## src/rtl/slot_arbiter_pkg.sv

```systemverilog
// Shared definitions for the time-slot round-robin arbiter.
package slot_arbiter_pkg;

  typedef enum logic [1:0] {
    ST_IDLE  = 2'd0,
    ST_GRANT = 2'd1,
    ST_GAP   = 2'd2
  } state_t;

  localparam int DEF_N_REQ    = 4;
  localparam int DEF_CNT_W    = 3;
  localparam int DEF_SLOT_LEN = 6;

  // Width needed to hold a requester index; never narrower than one bit.
  function automatic int id_width(input int n);
    return (n <= 2) ? 1 : $clog2(n);
  endfunction

endpackage

```

## src/rtl/slot_arbiter_counter.sv

```systemverilog
// Slot length counter: counts cycles inside a grant and flags the last allowed cycle.
module slot_counter
  import slot_arbiter_pkg::*;
#(
  parameter int CNT_W    = DEF_CNT_W,
  parameter int SLOT_LEN = DEF_SLOT_LEN
) (
  input  logic             clk,
  input  logic             i_rst_n,
  input  logic             i_en,
  input  logic             i_clr,
  output logic [CNT_W-1:0] o_count,
  output logic             o_tc
);

  localparam logic [CNT_W-1:0] TC_VAL = CNT_W'(SLOT_LEN - 1);

  logic [CNT_W-1:0] r_count;

  // Clear wins over enable so a slot always starts from zero.
  always_ff @(posedge clk or negedge i_rst_n) begin
    if (!i_rst_n) begin
      r_count <= '0;
    end else if (i_clr) begin
      r_count <= '0;
    end else if (i_en) begin
      r_count <= r_count + CNT_W'(1);
    end
  end

  assign o_count = r_count;
  assign o_tc    = (r_count == TC_VAL);

endmodule

```

## src/rtl/slot_arbiter.sv

```systemverilog
// Time-slot round-robin arbiter: one owner at a time, bounded slot length,
// one dead cycle between consecutive grants. All outputs are registered.
module slot_arbiter
  import slot_arbiter_pkg::*;
#(
  parameter int N_REQ    = DEF_N_REQ,
  parameter int CNT_W    = DEF_CNT_W,
  parameter int SLOT_LEN = DEF_SLOT_LEN,
  localparam int ID_W    = id_width(N_REQ)
) (
  input  logic             clk,
  input  logic             reset,
  input  logic [N_REQ-1:0] req,
  input  logic [N_REQ-1:0] done,
  output logic [N_REQ-1:0] grant,
  output logic [ID_W-1:0]  grant_id,
  output logic [CNT_W-1:0] slot_cnt,
  output logic             busy,
  output logic             timeout
);

  // First requesting index after last, wrapping; caller guarantees r != 0.
  function automatic logic [ID_W-1:0] rr_pick(input logic [N_REQ-1:0] r,
                                               input logic [ID_W-1:0]  last);
    logic [ID_W-1:0] pick;
    logic            found;
    int              idx;
    pick  = '0;
    found = 1'b0;
    for (int i = 1; i <= N_REQ; i++) begin
      idx = (int'(last) + i) % N_REQ;
      if (!found && ((r & (N_REQ'(1) << idx)) != '0)) begin
        pick  = ID_W'(idx);
        found = 1'b1;
      end
    end
    return pick;
  endfunction

  state_t           r_state, w_state_nxt;
  logic [N_REQ-1:0] r_grant, w_grant_nxt;
  logic [ID_W-1:0]  r_grant_id, w_id_nxt;
  logic [ID_W-1:0]  r_last_id, w_last_nxt;
  logic             r_busy, w_busy_nxt;
  logic             r_timeout, w_timeout_nxt;
  logic             w_cnt_en, w_cnt_clr;
  logic             w_tc;
  logic [CNT_W-1:0] w_cnt;
  logic             w_e1, w_e2, w_e3;
  logic [ID_W-1:0]  w_pick;

  slot_counter #(
    .CNT_W   (CNT_W),
    .SLOT_LEN(SLOT_LEN)
  ) u_slot_counter (
    .clk    (clk),
    .i_rst_n(reset),
    .i_en   (w_cnt_en),
    .i_clr  (w_cnt_clr),
    .o_count(w_cnt),
    .o_tc   (w_tc)
  );

  // r_grant is the owner's one-hot, so masking with it selects the owner's bits.
  assign w_e1   = |(done & r_grant);
  assign w_e2   = ~|(req & r_grant);
  assign w_e3   = w_tc;
  assign w_pick = rr_pick(req, r_last_id);

  // Next-state and next-output decode; IDLE and GAP arbitrate identically.
  always_comb begin
    w_state_nxt   = r_state;
    w_grant_nxt   = r_grant;
    w_id_nxt      = r_grant_id;
    w_last_nxt    = r_last_id;
    w_busy_nxt    = r_busy;
    w_timeout_nxt = 1'b0;
    w_cnt_en      = 1'b0;
    w_cnt_clr     = 1'b1;
    case (r_state)
      ST_IDLE, ST_GAP: begin
        if (req != '0) begin
          w_state_nxt = ST_GRANT;
          w_grant_nxt = N_REQ'(1) << w_pick;
          w_id_nxt    = w_pick;
          w_last_nxt  = w_pick;
          w_busy_nxt  = 1'b1;
        end else begin
          w_state_nxt = ST_IDLE;
          w_grant_nxt = '0;
          w_busy_nxt  = 1'b0;
        end
      end
      ST_GRANT: begin
        if (w_e1 || w_e2 || w_e3) begin
          w_state_nxt   = ST_GAP;
          w_grant_nxt   = '0;
          w_busy_nxt    = 1'b0;
          w_timeout_nxt = w_e3 && !w_e1 && !w_e2;
        end else begin
          w_cnt_en  = 1'b1;
          w_cnt_clr = 1'b0;
        end
      end
      default: begin
        w_state_nxt = ST_IDLE;
        w_grant_nxt = '0;
        w_busy_nxt  = 1'b0;
      end
    endcase
  end

  // State and registered outputs; last_id resets so requester 0 wins first.
  always_ff @(posedge clk or negedge reset) begin
    if (!reset) begin
      r_state    <= ST_IDLE;
      r_grant    <= '0;
      r_grant_id <= '0;
      r_last_id  <= ID_W'(N_REQ - 1);
      r_busy     <= 1'b0;
      r_timeout  <= 1'b0;
    end else begin
      r_state    <= w_state_nxt;
      r_grant    <= w_grant_nxt;
      r_grant_id <= w_id_nxt;
      r_last_id  <= w_last_nxt;
      r_busy     <= w_busy_nxt;
      r_timeout  <= w_timeout_nxt;
    end
  end

  assign grant    = r_grant;
  assign grant_id = r_grant_id;
  assign slot_cnt = w_cnt;
  assign busy     = r_busy;
  assign timeout  = r_timeout;

endmodule
```

## config.mk

```make
export PLATFORM = sky130hd
export DESIGN_NAME = slot_arbiter
export DESIGN_NICKNAME = d
export VERILOG_FILES = /design/src/rtl/slot_arbiter_pkg.sv /design/src/rtl/slot_arbiter_counter.sv /design/src/rtl/slot_arbiter.sv
export SDC_FILE = /design/constraint.sdc
export NUM_CORES = 1
export LEC_CHECK = 0
export ABC_AREA = 1
export CAP_MARGIN = 30
export CORE_ASPECT_RATIO = 1.4
export CORE_MARGIN = 10
export CORE_UTILIZATION = 35
export CTS_BUF_LIST = sky130_fd_sc_hd__clkbuf_2 sky130_fd_sc_hd__clkbuf_4 sky130_fd_sc_hd__clkbuf_8
export CTS_CLUSTER_DIAMETER = 150
export DETAILED_ROUTE_END_ITERATION = 6
export SYNTH_ARGS = -nofsm -noshare
export SYNTH_HDL_FRONTEND = slang
export SYNTH_SLANG_ARGS = --single-unit
```

## constraint.sdc

```tcl
create_clock -name clk -period 3.1 [get_ports clk]
set_input_delay 0.465 -clock clk [delete_from_list [all_inputs] [get_ports clk]]
set_output_delay 0.465 -clock clk [all_outputs]
set_load 0.1 [all_outputs]
```

==> results.json <==
{
  "dp_slack_ns": 1.10,
  "clk_pin_slew_ns": 0.11,
  "tightest_slew_ns": 0.659,
  "synth_most_common_cell": "nand2_1",
  "dpl.hpwl_mm": 1.83,
  "cp-end-kind": "flip-flop",
  "synth_top_area_frac": 0.353,
  "wl_per_cell_um": 12.2,
  "cts_buffers": 3,
  "synth_nets": 141,
  "clk_path_buf_depth": 2,
  "synth.yosys.seq_area_share": 0.410,
  "r2r_start": "r_last_id[0]",
  "hold_path_class": "flip-flop to flip-flop",
  "nFillCells": 269,
  "synth_top_cell_by_area": "dfrtp_1",
  "ys_ff_latch": 15,
  "critical_path_depth": 12,
  "seqCellArea_sq_um": 378,
  "synth-edff-count": 0,
  "die_area_sq_um": 5110,
  "cpMostUsedCell": "nand2_1",
  "num_rows": 21,
  "wl_mm": 2.23,
  "finalSetupTns_ns": 0,
  "rsz0062_at_grt": "false",
  "ys.warnings.count": 0,
  "cp_cell_sequence": "inv_1 > ha_1 > nand2_1 > nand2_1 > nor2_4 > nand2_1 > nor2_2 > nand3_2 > nand2_2 > nor2_1 > nand2_1 > nand2_1",
  "grt_use_total": 0.0920,
  "slowest_delay_ns": 0.59,
  "crit_type": "flip-flop to flip-flop",
  "firstDrtPassIters": 4,
  "timing.fmax_mhz": 518,
  "io-pin-count": 21,
  "post_cts_resized": 0,
  "report.power.total_w": 0.00130,
  "outcome": "completed",
  "critPathBufInv": 1,
  "dominantRegCellSynth": "dfrtp_1",
  "crit_family": "simple AND/OR/NAND/NOR gates",
  "num_vias": 870,
  "finalCriticalPeriod_ns": 1.93,
  "finalSetupViolations": 0,
  "initialDrtViolationCount": 21,
  "r2r_cells": 12,
  "fin_nets": 166,
  "drv_cap": 0,
  "ir_drop_mv": 0.596,
  "cts_tree": "built",
  "cts_root_buffer": "clkbuf_4",
  "grt_pass1_vias": 839,
  "cp.arrival_ns": 2.12,
  "antenna_left": 0,
  "crit_start": "r_last_id[0]",
  "cts_setup_buffers": 0,
  "synthTopCellsByCount": "51 x nand2_1, 14 x nor2_1, 13 x dfrtp_1",
  "grt_pass1_wl_mm": 3.90,
  "antenna_found_initial": 0,
  "power_density_nw_per_um2": 1120,
  "gp_congestion": 0.889,
  "layout-drive-gt1-share": 0.188,
  "grt_max_degree": 16,
  "synthCells": 125,
  "clock_skew_ns": 0.00960,
  "slew_headroom": 0.559,
  "n_antenna_cell": 0,
  "placed_area_sq_um": 1140,
  "ys_types": 18,
  "ys_top_cells_by_area": "dfrtp_1 35%, nand2_1 21%, ha_1 8.2%",
  "hold_buffers": 0,
  "coreArea_sq_um": 2440,
  "portBuffers": 20,
  "synth.avg_cell_area_sq_um": 7.37,
  "die_h_um": 80.7,
  "fin_crit_sh": 0.623,
  "r2r-end": "grant[2]",
  "slowest_stage": "dfstp_2",
  "cp.required_ns": 3.29,
  "endpoint": "grant[2]",
  "drc_errors": 0,
  "cts_sinks": 15,
  "syn_area_sq_um": 921,
  "clock_latency_ns": 0.29,
  "timing.hold.ws_ns": 0.480,
  "multi_input_area_sq_um": 498,
  "ys_async_sr_fraction": 1.00,
  "crit_path_max_fanout": 6,
  "avgViaCountPerCell": 4.75,
  "ff2ff_setup_slack_ns": 1.17,
  "cp-start-kind": "flip-flop",
  "start_util": 0.377,
  "syn_to_final_growth_pct": 26.6,
  "htreeDepth": 1,
  "grt-ovfl-total": 0,
  "hold_viol_final": 0,
  "drv_slew": 0,
  "final_area_sq_um": 1170,
  "power_leakage_nw": 0.608,
  "fin_ws_ns": 1.17,
  "fp.dieW_um": 63.4
}
## stage by stage
stage / util / cells
after detailed placement: 0.465 / 179
final: 0.477 / 183
after global placement: 0.465 / 179
after CTS: 0.477 / 183
after global routing: 0.477 / 183
after floorplan: - / 125
## power breakdown
part	switching (W)	total [W]	internal [W]
combinational	0.000631	0.000867	0.000235
clock	0.0000699	0.000119	0.0000489
sequential	0.0000480	0.000319	0.000271
total	0.000749	0.00130	0.000555
## placed cells by master, fill, tap and decap left out
cell type / synthesis / final
o21ai_2: 1 / 1
o21ai_1: 1 / 1
clkbuf_4: 0 / 3
dfrtp_1: 13 / 13
nand3_2: 2 / 2
dfstp_2: 2 / 2
o21ai_0: 2 / 2
nand4_1: 2 / 2
nor2_1: 14 / 14
nor2_4: 1 / 1
buf_4: 0 / 11
xnor2_1: 1 / 1
clkinvlp_4: 0 / 1
ha_1: 6 / 6
nor2_2: 1 / 1
inv_1: 12 / 12
nand3_1: 9 / 9
nand2_2: 5 / 5
nand2_1: 51 / 51
o21bai_2: 1 / 1
a22o_1: 1 / 1
clkdlybuf4s50_1: 0 / 9
## cells by family (layout without fill, tap and decap cells)
group                    count (synthesis)  in the layout  synth area share
AND/OR/NAND/NOR                         85             85             0.402
flip-flops                              15             15             0.410
buffers and inverters                   12             36            0.0489
adder cells (fa/ha/maj)                  6              6            0.0815
AO/OA/AOI/OAI                            6              6            0.0476
XOR/XNOR                                 1              1           0.00951
## registers in the layout, indices dropped and copies added, names as in the netlist
register,cells
busy,1
grant,4
grant_id,2
r_last_id,2
r_state,2
timeout,1
u_slot_counter.o_count,3
## final cells by class
cell class / instances / share of cell area
well taps: 34 / 0.0365
inverters: 12 / 0.0386
repair buffers: 20 / 0.148
multi-input cells: 98 / 0.427
flip-flops and latches: 15 / 0.324
clock inverters: 1 / 0.00644
clock buffers: 3 / 0.0193
## worst min path at each step
stage | cells after the start | from | to | slack, ns
floorplan | 0 | reset | busy | 0.17
global placement | 2 | busy | busy | 0.46
detailed placement | 2 | busy | busy | 0.46
CTS | 2 | busy | busy | 0.49
global route | 2 | busy | busy | 0.52
finish | 2 | busy | busy | 0.48
## layer usage
metal	GRT usage	vias up	share of wire
met5	0	-	0
met4	0.0197	0	0
met3	0.0292	0	0.056
met2	0.156	19	0.51
met1	0.111	413	0.44
li1	-	438	-
## tightest hold or removal path: cells and delay by family (launching register included)
| family | cells | cell delay [ns] |
|---|---|---|
| flops | 1 | 0.36 |
| simple gates | 2 | 0.11 |
Power figures use the tool's default switching activity.
